$ cat src/rtl/jtag_dtm_q.sv
// JTAG Debug Transport Module with a DMI request queue, sticky busy/failed
// status, optional DMI response timeout and dmihardreset abort.
module jtag_dtm_q #(
  parameter int unsigned DMI_ADDR_BITS      = 7,
  parameter int unsigned DMI_DATA_BITS      = 32,
  parameter int unsigned DMI_OP_BITS        = 2,
  parameter int unsigned REQ_BITS           = DMI_ADDR_BITS + DMI_DATA_BITS + DMI_OP_BITS,
  parameter int unsigned QUEUE_DEPTH        = 4,
  parameter int unsigned TIMEOUT_CYCLES     = 0,
  parameter logic [2:0]  IDLE_HINT          = 3'h1,
  parameter logic [3:0]  IDCODE_VERSION     = 4'h1,
  parameter logic [15:0] IDCODE_PART_NUMBER = 16'he200,
  parameter logic [10:0] IDCODE_MANUFLD     = 11'h537
) (
  input  logic                jtag_tck_i,
  input  logic                jtag_trst_ni,
  input  logic                tap_req_i,
  input  logic [REQ_BITS-1:0] tap_data_i,
  input  logic                dmireset_i,
  input  logic                dmihardreset_i,
  output logic [REQ_BITS-1:0] dtm_data_o,
  output logic                dtm_valid_o,
  input  logic                dmi_ready_i,
  input  logic [REQ_BITS-1:0] dmi_data_i,
  input  logic                dmi_valid_i,
  output logic                dtm_ready_o,
  output logic [REQ_BITS-1:0] data_o,
  output logic [31:0]         idcode_o,
  output logic [31:0]         dtmcs_o
);

  localparam int unsigned CW    = $clog2(QUEUE_DEPTH) + 1;
  localparam int unsigned PW    = (QUEUE_DEPTH > 1) ? $clog2(QUEUE_DEPTH) : 1;
  localparam int unsigned TW    = (TIMEOUT_CYCLES > 1) ? $clog2(TIMEOUT_CYCLES) : 1;
  localparam int unsigned TLAST = (TIMEOUT_CYCLES == 0) ? 0 : TIMEOUT_CYCLES - 1;

  localparam logic [DMI_OP_BITS-1:0] OP_READ   = DMI_OP_BITS'(1);
  localparam logic [DMI_OP_BITS-1:0] OP_WRITE  = DMI_OP_BITS'(2);
  localparam logic [DMI_OP_BITS-1:0] OP_FAILED = DMI_OP_BITS'(2);
  localparam logic [REQ_BITS-1:0]    BUSY_RESP = {{(REQ_BITS-DMI_OP_BITS){1'b0}}, {DMI_OP_BITS{1'b1}}};

  typedef enum logic [1:0] {S_IDLE, S_REQ, S_RESP} state_e;

  state_e                     state_q, state_d;
  logic [REQ_BITS-1:0]        mem_q [QUEUE_DEPTH];
  logic [REQ_BITS-1:0]        mem_d [QUEUE_DEPTH];
  logic [PW-1:0]              wr_ptr_q, wr_ptr_d, rd_ptr_q, rd_ptr_d;
  logic [CW-1:0]              count_q, count_d;
  logic [REQ_BITS-1:0]        resp_q, resp_d;
  logic                       stick_busy_q, stick_busy_d;
  logic                       stick_failed_q, stick_failed_d;
  logic [TW-1:0]              timer_q, timer_d;
  logic [DMI_ADDR_BITS-1:0]   inflight_q, inflight_d;

  logic                       req_rw, busy_eff, full, push, pop, outstanding;
  logic [1:0]                 dmistat;
  logic [REQ_BITS-1:0]        head;

  function automatic logic [PW-1:0] ptr_inc(input logic [PW-1:0] p);
    return (p == PW'(QUEUE_DEPTH - 1)) ? '0 : p + PW'(1);
  endfunction

  assign head     = mem_q[rd_ptr_q];
  assign req_rw   = tap_req_i & ((tap_data_i[DMI_OP_BITS-1:0] == OP_READ) |
                                 (tap_data_i[DMI_OP_BITS-1:0] == OP_WRITE));
  // dmireset_i takes effect before a same-cycle request is judged
  assign busy_eff = stick_busy_q & ~dmireset_i;
  assign full     = (count_q == CW'(QUEUE_DEPTH));
  assign push     = req_rw & ~busy_eff & ~full;

  // Next-state for FSM, queue, timer and sticky status
  always_comb begin
    state_d        = state_q;
    mem_d          = mem_q;
    wr_ptr_d       = wr_ptr_q;
    rd_ptr_d       = rd_ptr_q;
    count_d        = count_q;
    resp_d         = resp_q;
    stick_busy_d   = busy_eff;
    stick_failed_d = stick_failed_q & ~dmireset_i;
    timer_d        = timer_q;
    inflight_d     = inflight_q;
    pop            = 1'b0;

    if (req_rw && !busy_eff && full) stick_busy_d = 1'b1;

    unique case (state_q)
      S_IDLE: if (count_q != '0) state_d = S_REQ;
      S_REQ: begin
        if (dmi_ready_i) begin
          pop        = 1'b1;
          inflight_d = head[REQ_BITS-1 -: DMI_ADDR_BITS];
          timer_d    = '0;
          state_d    = S_RESP;
        end
      end
      S_RESP: begin
        if (dmi_valid_i) begin
          resp_d = dmi_data_i;
          if (dmi_data_i[DMI_OP_BITS-1:0] == OP_FAILED) stick_failed_d = 1'b1;
          timer_d = '0;
          state_d = S_IDLE;
        end else if (TIMEOUT_CYCLES != 0 && timer_q == TW'(TLAST)) begin
          resp_d         = {inflight_q, {DMI_DATA_BITS{1'b0}}, OP_FAILED};
          stick_failed_d = 1'b1;
          timer_d        = '0;
          state_d        = S_IDLE;
        end else if (TIMEOUT_CYCLES != 0) begin
          timer_d = timer_q + TW'(1);
        end
      end
      default: state_d = S_IDLE;
    endcase

    if (push) begin
      mem_d[wr_ptr_q] = tap_data_i;
      wr_ptr_d        = ptr_inc(wr_ptr_q);
    end
    if (pop) rd_ptr_d = ptr_inc(rd_ptr_q);
    count_d = count_q + CW'(push) - CW'(pop);

    // Abort overrides everything, including a same-cycle request
    if (dmihardreset_i) begin
      state_d        = S_IDLE;
      mem_d          = '{default: '0};
      wr_ptr_d       = '0;
      rd_ptr_d       = '0;
      count_d        = '0;
      resp_d         = '0;
      stick_busy_d   = 1'b0;
      stick_failed_d = 1'b0;
      timer_d        = '0;
      inflight_d     = '0;
    end
  end

  // State registers
  always_ff @(posedge jtag_tck_i or negedge jtag_trst_ni) begin
    if (!jtag_trst_ni) begin
      state_q        <= S_IDLE;
      mem_q          <= '{default: '0};
      wr_ptr_q       <= '0;
      rd_ptr_q       <= '0;
      count_q        <= '0;
      resp_q         <= '0;
      stick_busy_q   <= 1'b0;
      stick_failed_q <= 1'b0;
      timer_q        <= '0;
      inflight_q     <= '0;
    end else begin
      state_q        <= state_d;
      mem_q          <= mem_d;
      wr_ptr_q       <= wr_ptr_d;
      rd_ptr_q       <= rd_ptr_d;
      count_q        <= count_d;
      resp_q         <= resp_d;
      stick_busy_q   <= stick_busy_d;
      stick_failed_q <= stick_failed_d;
      timer_q        <= timer_d;
      inflight_q     <= inflight_d;
    end
  end

  // Output decode
  assign outstanding = (count_q != '0) | (state_q != S_IDLE);
  assign dmistat     = stick_busy_q ? 2'b11 : (stick_failed_q ? 2'b10 : 2'b00);
  assign dtm_valid_o = (state_q == S_REQ);
  assign dtm_ready_o = (state_q == S_RESP);
  assign dtm_data_o  = head;
  assign data_o      = (stick_busy_q | outstanding | tap_req_i) ? BUSY_RESP :
                       {resp_q[REQ_BITS-1:DMI_OP_BITS],
                        stick_failed_q ? OP_FAILED : resp_q[DMI_OP_BITS-1:0]};
  assign idcode_o    = {IDCODE_VERSION, IDCODE_PART_NUMBER, IDCODE_MANUFLD, 1'b1};
  assign dtmcs_o     = {14'b0, 1'b0, 1'b0, 1'b0, IDLE_HINT, dmistat,
                        6'(DMI_ADDR_BITS), 4'h1};

endmodule

$ cat config.mk
export PLATFORM = sky130hd
export DESIGN_NAME = jtag_dtm_q
export DESIGN_NICKNAME = d
export VERILOG_FILES = /design/src/rtl/jtag_dtm_q.sv
export SDC_FILE = /design/constraint.sdc
export NUM_CORES = 1
export LEC_CHECK = 0
export BUFFER_PORTS_ARGS = -buffer_cell sky130_fd_sc_hd__clkbuf_2
export CAP_MARGIN = 20
export CELL_PAD_IN_SITES_DETAIL_PLACEMENT = 1
export CELL_PAD_IN_SITES_GLOBAL_PLACEMENT = 1
export CORE_UTILIZATION = 29
export DETAILED_ROUTE_END_ITERATION = 8
export GPL_TIMING_DRIVEN = 0
export HOLD_SLACK_MARGIN = 0.1
export MAX_ROUTING_LAYER = met4
export PLACE_DENSITY = 0.65
export SLEW_MARGIN = 10
export SYNTH_ARGS = -nofsm -noshare
export SYNTH_HDL_FRONTEND = slang
export SYNTH_SLANG_ARGS = --single-unit
$ cat constraint.sdc
create_clock -name jtag_tck_i -period 2.3 [get_ports jtag_tck_i]
set_clock_uncertainty 0.1 [all_clocks]
set_input_delay 0.345 -clock jtag_tck_i [delete_from_list [all_inputs] [get_ports jtag_tck_i]]
set_output_delay 0.345 -clock jtag_tck_i [all_outputs]
set_load 0.005 [all_outputs]
[Word level (Yosys, flattened, before mapping)]
Cells that the tools add are included.
Word-level totals
  bits in latches: 0
  word-level logic and storage cells: 91
  memories: 0
  output and inout bits: 148
  memory bits (read-only): 0
  bits in registers: 216
  memory bits (writable): 0
Operators by class
  equal/unequal tests: 11
  add/sub/neg operators: 4
  mux-type cells: 35
  shift-type cells: 0
  magnitude comparators: 3
  bitwise gates (word level): 14
  reduce and logical (&&, ||, !) cells: 13
  divide/modulo/power cells: 0
  multiply operators: 0
Operator list (count)
  164-bit 2-to-1 mux: 2
  41-bit 2-to-1 mux: 7
  164-bit bitwise mux: 1
  41-bit binary-select mux with 2-bit select: 1
  41-bit demux with 2-bit select: 1
  2-bit 2-to-1 mux: 13
  2-bit == test, second input constant: 5
  2-bit nonzero test: 5
  1-bit 2-to-1 mux: 8
  3-bit >= comparator, second input constant: 2
  3-bit inequality test, second input constant: 2
  2-bit NOT with 3-bit output: 2
  2-bit one-hot mux with 3 select lines: 1
  1-bit AND: 5
  2-bit by 1-bit adder with 2-bit output, second input constant: 2
  2-bit by 1-bit == test with 1-bit output, second input constant: 2
  1-bit OR: 4
  3-bit by 1-bit adder with 3-bit output: 1
  3-bit == test, second input constant: 1
  1-bit logical AND: 3
  3-bit by 1-bit < comparator with 1-bit output, second input constant: 1
  3-bit 2-to-1 mux: 1
  3-bit by 2-bit inequality test with 1-bit output, second input constant: 1
  1-bit NOT: 3
  other kinds (6): 6

[Logic depth before layout (Yosys ltp)]
Gate-level depths: netlist of the first run.
  depth in word-level cells: 8
  depth in mapped cells: 11
  gate-level depth less buffers: 10

[Worst setup path before layout of the first run]
No wires, ideal clock.
  path kind: flip-flop to flip-flop
  start: register stick_busy_q
  end: register count_q[2]
  period minus slack after synthesis: 2.360 ns
  slack: -0.060 ns
  required time: 2.068 ns
  arrival time: 2.128 ns
  path buffers: 1
  cell stages (with the launch flop): 12
  path through: dfrtp_1 -> nor2b_1 -> nor4b_2 -> buf_6 -> inv_1 -> ha_1 -> inv_1 -> ha_1 -> inv_1 -> fa_1 -> xnor2_1 -> nor2_1
On the way
  longest elaborated chain between the ends: 7
Ends and longest elaborated chain
  start: declaration: RTL line 50  | logic stick_busy_q, stick_busy_d;
  start signal: assignment: RTL line 157  | stick_busy_q <= stick_busy_d;
  1-bit AND: RTL line 67  | assign busy_eff = stick_busy_q & ~dmireset_i;
  1-bit NOT: RTL line 69  | assign push = req_rw & ~busy_eff & ~full;
  1-bit AND (2 in series): RTL line 69
  3-bit by 1-bit adder with 3-bit output: RTL line 120  | count_d = count_q + CW'(push) - CW'(pop);
  3-bit by 1-bit subtractor with 3-bit output: RTL line 120
  3-bit 2-to-1 mux: RTL line 123  | if (dmihardreset_i) begin
  named net count_d[2]: RTL line 48  | logic [CW-1:0] count_q, count_d;
  end signal: assignment: RTL line 155  | count_q <= count_d;
  end: declaration: RTL line 48
The timed path passes the listed nets, and every way through them passes these cells.
A chain may end at the register's enable or synchronous reset.

[Worst setup path after layout of the first run]
  start: register count_q[0]
  end: output data_o[5]
On the way
  longest elaborated chain between the ends: 5
Ends and longest elaborated chain
  3-bit nonzero test: RTL line 165  | assign outstanding = (count_q != '0) | (state_q != S_IDLE);
  1-bit OR: RTL line 165
  1-bit OR (2 in series): RTL line 170  | assign data_o = (stick_busy_q | outstanding | tap_req_i) ? BUSY_RESP :
  41-bit 2-to-1 mux: RTL line 170
  end: declaration: RTL line 27  | output logic [REQ_BITS-1:0] data_o,
Every way passes these cells.

==> reports/qor.yml, run 1 <==
status:
  status: "finished, violations left"
  violations: "setup timing"
critical_path:
  r2r-start: "count_q[1]"
  max_stage_delay_ns: 0.52
  path_buf_inv: 3
  slowest_stage: "or4_4"
  cp.depth: 6
  r2r_slack_ns: -0.09
  rr_endpoint: "count_q[2]"
  crit_fanout: 7
  rr_worst_depth: 13
  cp_cell_sequence: "or4_4, nor4_4, buf_6, clkbuf_8, and2_4, clkbuf_2"
  cp-end-kind: "output pin"
  arrival_ns: 2.25
  cp_top_family: "simple AND/OR/NAND/NOR gates"
  startpoint_type: "flip-flop"
  crit_required_ns: 1.86
  crit_type: "reg -> out"
drt:
  initialDrtViolationCount: 193
  dr.pass1.iters: 4
  drc: 0
  num_vias: 7912
  wl_per_cell_um: 17.9
  wirelength_mm: 32.2
  viasPerCell: 4.41
  ant_nets: 0
sta:
  worst_slack_ns: -0.398
  drv_slew: 0
  tightestPinTransition_ns: 0.637
  whs_ns: 0.163
  period_needed_ns: 2.70
  slew_headroom_pct: 57.5
  fin_tns_setup_ns: -18.09
  setup_viol: 83
  rsz0062_at_grt: "yes"
  min_period_over_period_pct: 117
  hold_viol_final: 0
  fmax_mhz: 371
power:
  p_comb_share_pct: 23.8
  total_power_mw: 10.6
  netSwitchingFraction_pct: 27.4
  power_frac_seq_pct: 38.8
  p_leak_nw: 7.74
  powerDensity_mw_per_mm2: 693
  p_switching_mw: 2.90
  ir_drop_mv: 0.479
  power.clock.fraction_pct: 37.4
  p_int_mw: 7.69
floorplan:
  core_area_sq_mm: 0.0377
  die_w_um: 198
  die_area_sq_mm: 0.0391
  start_util_pct: 29.5
  num_rows: 71
  dieHeight_um: 198
  io_pins: 237
global_route:
  overflow: 0
  grt_antenna_before_repair: 1
  grt_pass1_wl_mm: 50.8
  grt_use_total_pct: 17.2
  grt_max_degree: 95
  grt_pass1_vias: 8919
synthesis:
  synthMuxAreaShare_pct: 23.2
  synth_area_leaders: "dfrtp_1, mux2i_1, nand2b_1"
  syn-mean-instance-area_sq_um: 12.4
  synth_commonest_cells: "dfrtp_1, nand2b_1, mux2i_1"
  synth_top_family_by_area: "multiplexers"
  synth-async-reset-ratio_pct: 100
  syn_inst: 897
  ys_seq_area_share_pct: 48.6
  synth_fa_ha_area_share_pct: 0.856
  synth_edf_count: 0
  synthSimpleGateAreaFrac_pct: 15.8
  synth_cell_types: 36
  yosys.area_share.xor_xnor_pct: 0.473
  yosys_warnings: 0
  synth_largest_area_cell: "dfrtp_1"
  synth-seq-cells: 216
  synth_compound_area_share_pct: 3.39
  synth_area_sq_mm: 0.0111
  synthFlopType: "dfrtp_1"
  yosysMostFrequentCell: "dfrtp_1"
  netlist.area_leader.share_pct: 48.6
clock_network:
  clkLatencyLatePin_ns: 0.53
  cts_buffers: 25
  clk_pin_slew_ns: 0.06
  htreeDepth: 1
  cts_sinks: 216
  cts_tree: "done"
  cts_buffer_depth: 3
  clockRootBuffer: "clkbuf_16"
layout:
  area_growth_syn_to_layout_pct: 37.5
  fillers: 4134
  design_area_sq_mm: 0.0153
  drive_gt1_share_pct: 32.2
  fin_cells: 1796
  layout.nets: 1363
  fin_util_pct: 40.6
min_path:
  whs_endpoint: "mem_q[0]"
  min-delay-start: "tap_data_i[0]"
  hold_class: "in -> reg"
  min_delay_path_depth: 3
placed_design:
  dp_cells: 1643
  pre_cts_slack_ns: -0.255
  numPortBuffers: 173
  place.gp.congestion: 0.748
  dp_hpwl_mm: 21.2
  place_area_sq_mm: 0.0129
job:
  maxCapViolations: 0
-- what timing repair did --
| item | CTS | global route |
|---|---|---|
| buffers inserted | 11 | 9 |
| endpoints found under the setup margin | 84 | 88 |
| gates cloned | 6 | 0 |
| endpoints found under the hold margin | 286 | 0 |
| gates resized for setup | 57 | 69 |
| pin swaps | 10 | 10 |
| hold buffers | 86 | 0 |
-- power by group through the flow --
stage	Combinational, mW	Clock [mW]	Sequential, mW
2_1_floorplan	1.11	0	4.13
3_3_place_gp	1.72	0	4.16
5_1_grt	2.74	4.20	4.12
6_report	2.52	3.96	4.11
4_1_cts	2.38	4.06	4.10
3_5_place_dp	1.77	0	4.16
-- cell families (layout without fill, tap and decap cells) --
group                      Yosys count  in the layout
AOI/OAI and AO/OA                   45             45
xor gates and xnor gates             6              6
adders and majority gates            7              7
buffers and inverters              134            461
DFF                                216            216
muxes                              206            206
other                                2             63
and+or+nand+nor                    281            281
-- metal layers --
layer	GRT usage, %	vias up	routed length [um]
met1	21.2	3978	14000
met3	3.12	43	1570
li1	-	3677	-
met2	29.1	214	15900
met4	4.08	0	655
met5	-	-	0
-- final cells by class --
type / count / area (sq um) / area share, %
flip-flops and latches: 216 / 5410 / 35.4
multi-input cells: 607 / 5200 / 34.0
repair buffers: 286 / 2250 / 14.7
plain buffers: 124 / 952 / 6.23
clock buffers: 39 / 738 / 4.83
well taps: 511 / 639 / 4.18
clock inverters: 5 / 67.6 / 0.442
inverters: 7 / 26.3 / 0.172
diodes: 1 / 2.50 / 0.0164
-- placed cells by master (no fill, tap or decap), types with 2 or more instances in the layout --
| master | instances |
|---|---|
| dfrtp_1 | 212 |
| nand2b_1 | 203 |
| mux2i_1 | 165 |
| clkbuf_2 | 153 |
| dlygate4sd3_1 | 86 |
| buf_4 | 76 |
| conb_1 | 62 |
| mux4_2 | 41 |
| a22o_1 | 40 |
| clkbuf_1 | 36 |
| clkbuf_16 | 25 |
| and2_1 | 23 |
| buf_6 | 20 |
| and2_4 | 18 |
| buf_12 | 15 |
| nor2_1 | 12 |
| clkbuf_4 | 11 |
| clkbuf_8 | 9 |
| buf_2 | 8 |
| nand2_1 | 7 |
| buf_8 | 5 |
| buf_16 | 5 |
| inv_1 | 4 |
| ha_1 | 4 |
| dfrtp_2 | 4 |
| xnor2_1 | 3 |
| inv_2 | 3 |
| nor2b_1 | 3 |
| nand2_2 | 3 |
| xor2_1 | 2 |
| or2b_1 | 2 |
| a21oi_1 | 2 |
| clkinv_2 | 2 |
-- sequential cells by signal, summed over array words and instances, names as in the netlist --
| name | cells |
|---|---|
| mem_q | 164 |
| resp_q | 41 |
| count_q | 3 |
| rd_ptr_q | 2 |
| state_q | 2 |
| wr_ptr_q | 2 |
| stick_busy_q | 1 |
| stick_failed_q | 1 |
-- worst min-delay path, stage by stage --
cell and delay, ns:
clkbuf_2 0.10, or2b_1 0.22, mux2i_1 0.08
-- worst max path at each step --
stage                       start  slack [ns]          to
floorplan            stick_busy_q       -0.01  count_q[1]
global placement     jtag_trst_ni       -3.93  resp_q[22]
detailed placement  tap_data_i[1]       -0.25  count_q[1]
CTS                    count_q[1]       -0.53  data_o[21]
global route           count_q[0]       -0.47  data_o[10]
finish                 count_q[0]       -0.40   data_o[5]
Power figures use the tool's default switching activity.
==> run 2, diff against run 1 <==
TNS_END_PERCENT = 50   (was not set)
==> run 2 against run 1 <==
Against the previous run:
- the flow still finishes with violations (setup timing)
- fmax barely moved
- sequential share of layout area about the same
- sequential power hardly changed
- design area about the same
- setup slack better by 0.00080 ns
- final cell count is 0.17% lower
- largest power group unchanged
- largest cell class unchanged
- first-iteration DRC count decreased by 6.7%
- total power shrank 0.50%
- clock-buffer cell count is the same
- via count fell by 0.47%
- global-route usage about the same
==> reports/qor.yml, run 2 (same netlist as run 1, synthesis figures left out) <==
global_route:
  grt_max_degree: 95  # unchanged
  grt_antenna_before_repair: 1  # unchanged
  grt_use_total_pct: 17.2  # -0.038 points
  overflow: 0  # unchanged
  grt_pass1_vias: 8893  # -0.29%
  grt_pass1_wl_mm: 50.7  # -0.20%
critical_path:
  crit_type: "reg -> out"
  startpoint_type: "flip-flop"
  rr_endpoint: "count_q[2]"
  crit_start: "count_q[1]"
  r2r_slack_ns: -0.07  # +0.02 ns
  arrival_ns: 2.25  # about the same
  crit_end: "data_o[27]"
  crit_fanout: 10  # +3
  r2r-start: "count_q[1]"
  cp-end-kind: "output pin"
  rr_worst_depth: 13  # unchanged
  crit_required_ns: 1.86  # about the same
sta:
  fmax_mhz: 371  # about the same
  hold_viol_final: 0  # unchanged
  drv_slew: 0  # unchanged
  setup_viol: 80  # -3.6%
  period_needed_ns: 2.70  # -0.000800 ns
  fin_tns_setup_ns: -17.63  # +0.460 ns
  tightestPinTransition_ns: 0.621  # -0.0163 ns
  slew_headroom_pct: 58.6  # +1.1 points
  whs_ns: 0.164  # +0.000834 ns
  rsz0062_at_grt: "yes"
  worst_slack_ns: -0.398  # +0.000800 ns
  min_period_over_period_pct: 117  # about the same
drt:
  drc: 0  # unchanged
  dr.pass1.iters: 4  # unchanged
  viasPerCell: 4.39  # -0.30%
  num_vias: 7875  # -0.47%
  wirelength_mm: 32.0  # -0.41%
  ant_nets: 0  # unchanged
  initialDrtViolationCount: 180  # -6.7%
  wl_per_cell_um: 17.9  # -0.24%
placed_design:
  numPortBuffers: 173  # unchanged
  pre_cts_slack_ns: -0.255  # unchanged
  dp_hpwl_mm: 21.2  # unchanged
  place.gp.congestion: 0.748  # unchanged
  dp_cells: 1643  # unchanged
  place_area_sq_mm: 0.0129  # unchanged
layout:
  multi_input_area_sq_mm: 0.00520  # about the same
  final_cell_mix: "dfrtp_1, nand2b_1, mux2i_1"
  fin_cells: 1793  # -0.17%
  final_common_cell: "dfrtp_1"
  fin_util_pct: 40.6  # about the same
  top_regs: "mem_q: 164 flops, resp_q: 41 flops, count_q: 3 flops"
  layout.nets: 1360  # -0.22%
  area_growth_syn_to_layout_pct: 37.6  # about the same
  drive_gt1_share_pct: 32.2  # about the same
  fillers: 4149  # +0.36%
  regMostFlops: "mem_q"
  regArea_sq_mm: 0.00541  # unchanged
  design_area_sq_mm: 0.0153  # about the same
  largest_register_ffs: 164  # unchanged
job:
  maxCapViolations: 0  # unchanged
status:
  status: "finished, violations left"
  violations: "setup timing"
floorplan:
  die_area_sq_mm: 0.0391  # unchanged
  core_area_sq_mm: 0.0377  # unchanged
  num_rows: 71  # unchanged
  dieHeight_um: 198  # unchanged
  die_w_um: 198  # unchanged
  io_pins: 237  # unchanged
  start_util_pct: 29.5  # unchanged
clock_network:
  cts_buffer_depth: 3  # unchanged
  clk_pin_slew_ns: 0.06  # about the same
  clkLatencyLatePin_ns: 0.53  # about the same
  htreeDepth: 1  # unchanged
  cts_buffers: 25  # unchanged
  clockRootBuffer: "clkbuf_16"
  cts_sinks: 216  # unchanged
  cts_tree: "done"
power:
  p_leak_nw: 7.73  # about the same
  ir_drop_mv: 0.474  # -0.94%
  powerDensity_mw_per_mm2: 689  # -0.54%
  total_power_mw: 10.5  # -0.50%
min_path:
  hold_class: "in -> reg"
[run 2: changes by cell type in the layout (fill, tap and decap cells not counted), sizes merged]
cell | before | now
clkbuf | 234 | 228
buf | 129 | 132
[run 2: worst max-delay path, cell delays in order, from the launching register on]
cell and delay [ns]:
dfrtp_2 0.41, or4_4 0.55, nor4_4 0.16, buf_6 0.20, buf_8 0.14, and2_1 0.14
clkbuf_2 0.12
[run 2: metal layers]
metal	wire [um]	share of wire, %	up-vias	global-route usage (%)
met5	0	0	-	-
met4	673	2.1	0	4.08
met3	1740	5.4	44	3.12
met2	15800	49	206	29.0
met1	13800	43	3954	21.2
li1	-	-	3671	-
[run 2: repair_timing]
| action | 4_1_cts | 5_1_grt |
|---|---|---|
| gates resized for setup | 52 | 83 |
| setup buffers | 9 | 7 |
| pin swaps | 5 | 20 |
| hold buffers | 86 | 0 |
| setup endpoints to repair | 84 | 88 |
| gates cloned | 6 | 0 |
| hold endpoints to repair | 286 | 0 |
[run 2: power by group]
part           switching, mW  internal [mW]  leakage, nW  total [mW]
Clock                   1.64           2.32        0.393        3.96
Combinational           1.12           1.35         4.35        2.47
Sequential             0.123           3.98         2.99        4.11
Total                   2.88           7.65         7.73        10.5
[run 2: worst min path at each step]
| stage | startpoint | endpoint | slack, ns | cells past startpoint |
|---|---|---|---|---|
| after detailed placement | jtag_trst_ni | mem_q[135] | 0.22 | 1 |
| after global routing | tap_data_i[1] | mem_q[124] | 0.18 | 3 |
| after floorplan | jtag_trst_ni | count_q[0] | -0.05 | 0 |
| after CTS | tap_data_i[1] | mem_q[124] | 0.15 | 3 |
| after global placement | resp_q[1] | resp_q[1] | 0.36 | 2 |
| final | tap_data_i[0] | mem_q[0] | 0.16 | 3 |
[run 2: cell type report]
cell class	instances	area share, %
repair buffers	283	14.7
inverters	7	0.172
clock inverters	5	0.442
plain buffers	124	6.23
well taps	511	4.18
clock buffers	39	4.83
diodes	1	0.0164
multi-input cells	607	34.0
flip-flops and latches	216	35.4
==> run 3, diff against run 2 <==
ABC_AREA = 1   (was not set)
PLACE_DENSITY = 0.64   (was 0.65)
SKIP_CTS_REPAIR_TIMING = 1   (was not set)
==> run 3 against run 2 <==
Against the previous run:
- the run still ends with setup timing left
- fmax up 12%
- global-route usage up 4.4 points
- sequential power up 4%
- register-to-register slack better by 0.12 ns
- synthesized cell count up 62%
- setup slack better by 0.29 ns
- die area up 0.48%
- wire length up 38%
- sequential share of layout area down 0.84 points
- flip-flop and latch count unchanged
- critical endpoint is now dtm_data_o[20]
- largest power group is now combinational cells
==> reports/qor.yml, run 3 <==
layout:
  drive_gt1_share_pct: 28.9  # -3.4 points
  layout.nets: 1896  # +39%
  top_regs: "mem_q: 164 flops, resp_q: 41 flops, count_q: 3 flops"
  fillers: 4571  # +10%
  multi_input_area_sq_mm: 0.00529  # +1.6%
  design_area_sq_mm: 0.0157  # +2.4%
  largest_register_ffs: 164  # unchanged
  final_common_cell: "nand2_1"
  regArea_sq_mm: 0.00541  # about the same
  area_growth_syn_to_layout_pct: 40.2
  final_cell_mix: "nand2_1, nand3_1, dfrtp_1"
  regMostFlops: "mem_q"
  fin_util_pct: 41.5  # +0.88 points
drt:
  ant_nets: 0  # unchanged
  num_vias: 11200  # +42%
  viasPerCell: 4.81  # +9.5%
  wl_per_cell_um: 18.9  # +5.9%
  wirelength_mm: 44.1  # +38%
  drc: 0  # unchanged
  initialDrtViolationCount: 708  # +290%
  dr.pass1.iters: 5  # +1
sta:
  setup_viol: 53  # -34%
  tightestPinTransition_ns: 0.722  # +0.101 ns
  whs_ns: 0.0626  # -0.101 ns
  fmax_mhz: 415  # +12%
  hold_viol_final: 0  # unchanged
  period_needed_ns: 2.41  # -0.285 ns
  rsz0062_at_grt: "yes"
  slew_headroom_pct: 51.9  # -6.7 points
  worst_slack_ns: -0.112  # +0.285 ns
  min_period_over_period_pct: 105  # -12 points
  drv_slew: 0  # unchanged
power:
  powerDensity_mw_per_mm2: 810  # +17%
  p_leak_nw: 8.37  # +8.2%
  ir_drop_mv: 0.435  # -8.2%
  total_power_mw: 12.7  # +20%
global_route:
  grt_pass1_wl_mm: 63.6  # +25%
  grt_antenna_before_repair: 1  # unchanged
  grt_max_degree: 86  # -9.5%
  overflow: 0  # unchanged
  grt_pass1_vias: 11000  # +24%
  grt_use_total_pct: 21.5  # +4.4 points
placed_design:
  numPortBuffers: 173  # unchanged
  place_area_sq_mm: 0.0130  # +0.34%
  dp_hpwl_mm: 29.0  # +37%
  pre_cts_slack_ns: -0.301  # -0.0458 ns
  place.gp.congestion: 0.825  # +10%
critical_path:
  startpoint_type: "flip-flop"
  cp-end-kind: "output pin"
  arrival_ns: 1.97  # -0.28 ns
  crit_type: "reg -> out"
  r2r_slack_ns: 0.05  # +0.12 ns
  crit_required_ns: 1.86  # about the same
  crit_fanout: 5  # -5
clock_network:
  clockRootBuffer: "clkbuf_16"
  clk_pin_slew_ns: 0.06  # about the same
  cts_tree: "done"
  htreeDepth: 1  # unchanged
  cts_buffers: 27  # +8.0%
  cts_buffer_depth: 3  # unchanged
  clkLatencyLatePin_ns: 0.54  # about the same
  cts_sinks: 216  # unchanged
synthesis:
  synthFlopType: "dfrtp_1"
  yosys_warnings: 0  # unchanged
  synth_area_leaders: "dfrtp_1, nand3_1, nand2_1"
  synth_largest_area_cell: "dfrtp_1"
  netlist.area_leader.share_pct: 48.4  # -0.23 points
  synth_commonest_cells: "nand2_1, nand3_1, dfrtp_1"
  synth-seq-cells: 216  # unchanged
  synth_cell_types: 30  # -17%
  syn-mean-instance-area_sq_um: 7.68  # -38%
  synth_edf_count: 0  # unchanged
  synth-async-reset-ratio_pct: 100  # unchanged
  ys_seq_area_share_pct: 48.4  # -0.23 points
  syn_inst: 1454  # +62%
  synth_area_sq_mm: 0.0112  # +0.48%
  yosysMostFrequentCell: "nand2_1"
floorplan:
  dieHeight_um: 198  # +0.24%
  core_area_sq_mm: 0.0378  # +0.24%
  start_util_pct: 29.6  # +0.073 points
  io_pins: 237  # unchanged
  num_rows: 71  # unchanged
  die_w_um: 198  # +0.24%
  die_area_sq_mm: 0.0393  # +0.48%
status:
  violations: "setup timing"
  status: "finished, violations left"
job:
  maxCapViolations: 0  # unchanged
min_path:
  hold_class: "in -> reg"
run 3: metal layers:
layer / vias to the layer above / part of all wire, % / wire length, um / GRT usage, %
met5: - / 0 / 0 / -
met4: 0 / 1.9 / 857 / 5.11
met3: 60 / 5.0 / 2220 / 3.01
met2: 314 / 49 / 21500 / 34.7
met1: 5545 / 44 / 19500 / 28.5
li1: 5290 / - / - / -
run 3: logic make-up (layout without fill, tap and decap cells):
| logic type | Yosys count | count (layout) | synth area share [%] |
|---|---|---|---|
| other | 2 | 63 | 0.0672 |
| AO/OA/AOI/OAI | 173 | 173 | 8.37 |
| flip-flops | 216 | 216 | 48.4 |
| adder cells (fa/ha/maj) | 7 | 7 | 0.851 |
| AND/OR/NAND/NOR | 779 | 779 | 30.0 |
| buffers and inverters | 277 | 581 | 12.4 |
run 3: critical path, cell delays in order, from the launching register on:
cell and delay [ns]:
dfrtp_1 0.43, buf_6 0.17, inv_8 0.07, clkbuf_16 0.17
buf_12 0.15, nor2_4 0.05, o22ai_4 0.23, buf_2 0.16
run 3: stage by stage:
step | TNS, ns | std cells
after floorplan | 0 | 1514
after global placement | -867.63 | 2198
after detailed placement | -3.77 | 2200
after CTS | -37.41 | 2247
after global routing | -7.20 | 2330
final | -1.80 | 2330
run 3: power by group:
group | internal (mW) | switching, mW | leakage [nW] | total (mW)
registers | 4.10 | 0.190 | 2.95 | 4.29
clock network | 2.40 | 1.67 | 0.419 | 4.07
logic | 1.79 | 2.53 | 5.00 | 4.32
run 3: cell type report:
| class | count | area share (%) |
|---|---|---|
| Antenna cell | 1 | 0.0160 |
| Buffer | 167 | 7.60 |
| Clock buffer | 42 | 5.19 |
| Clock inverter | 5 | 0.184 |
| Inverter | 110 | 2.70 |
| Multi-Input combinational cell | 1021 | 33.7 |
| Sequential cell | 216 | 34.5 |
| Tap cell | 511 | 4.08 |
| Timing Repair Buffer | 257 | 11.9 |
run 3: final timing paths:
| kind | depth (start not counted) | to | startpoint |
|---|---|---|---|
| max in group asynchronous | 3 | stick_busy_q | jtag_trst_ni |
| hold reg to reg | 2 | mem_q[79] | mem_q[79] |
| hold / removal | 5 | mem_q[33] | tap_data_i[33] |
| min in group asynchronous | 2 | mem_q[5] | jtag_trst_ni |
| setup / recovery | 7 | dtm_data_o[20] | rd_ptr_q[0] |
| setup reg to reg | 10 | count_q[2] | stick_busy_q |
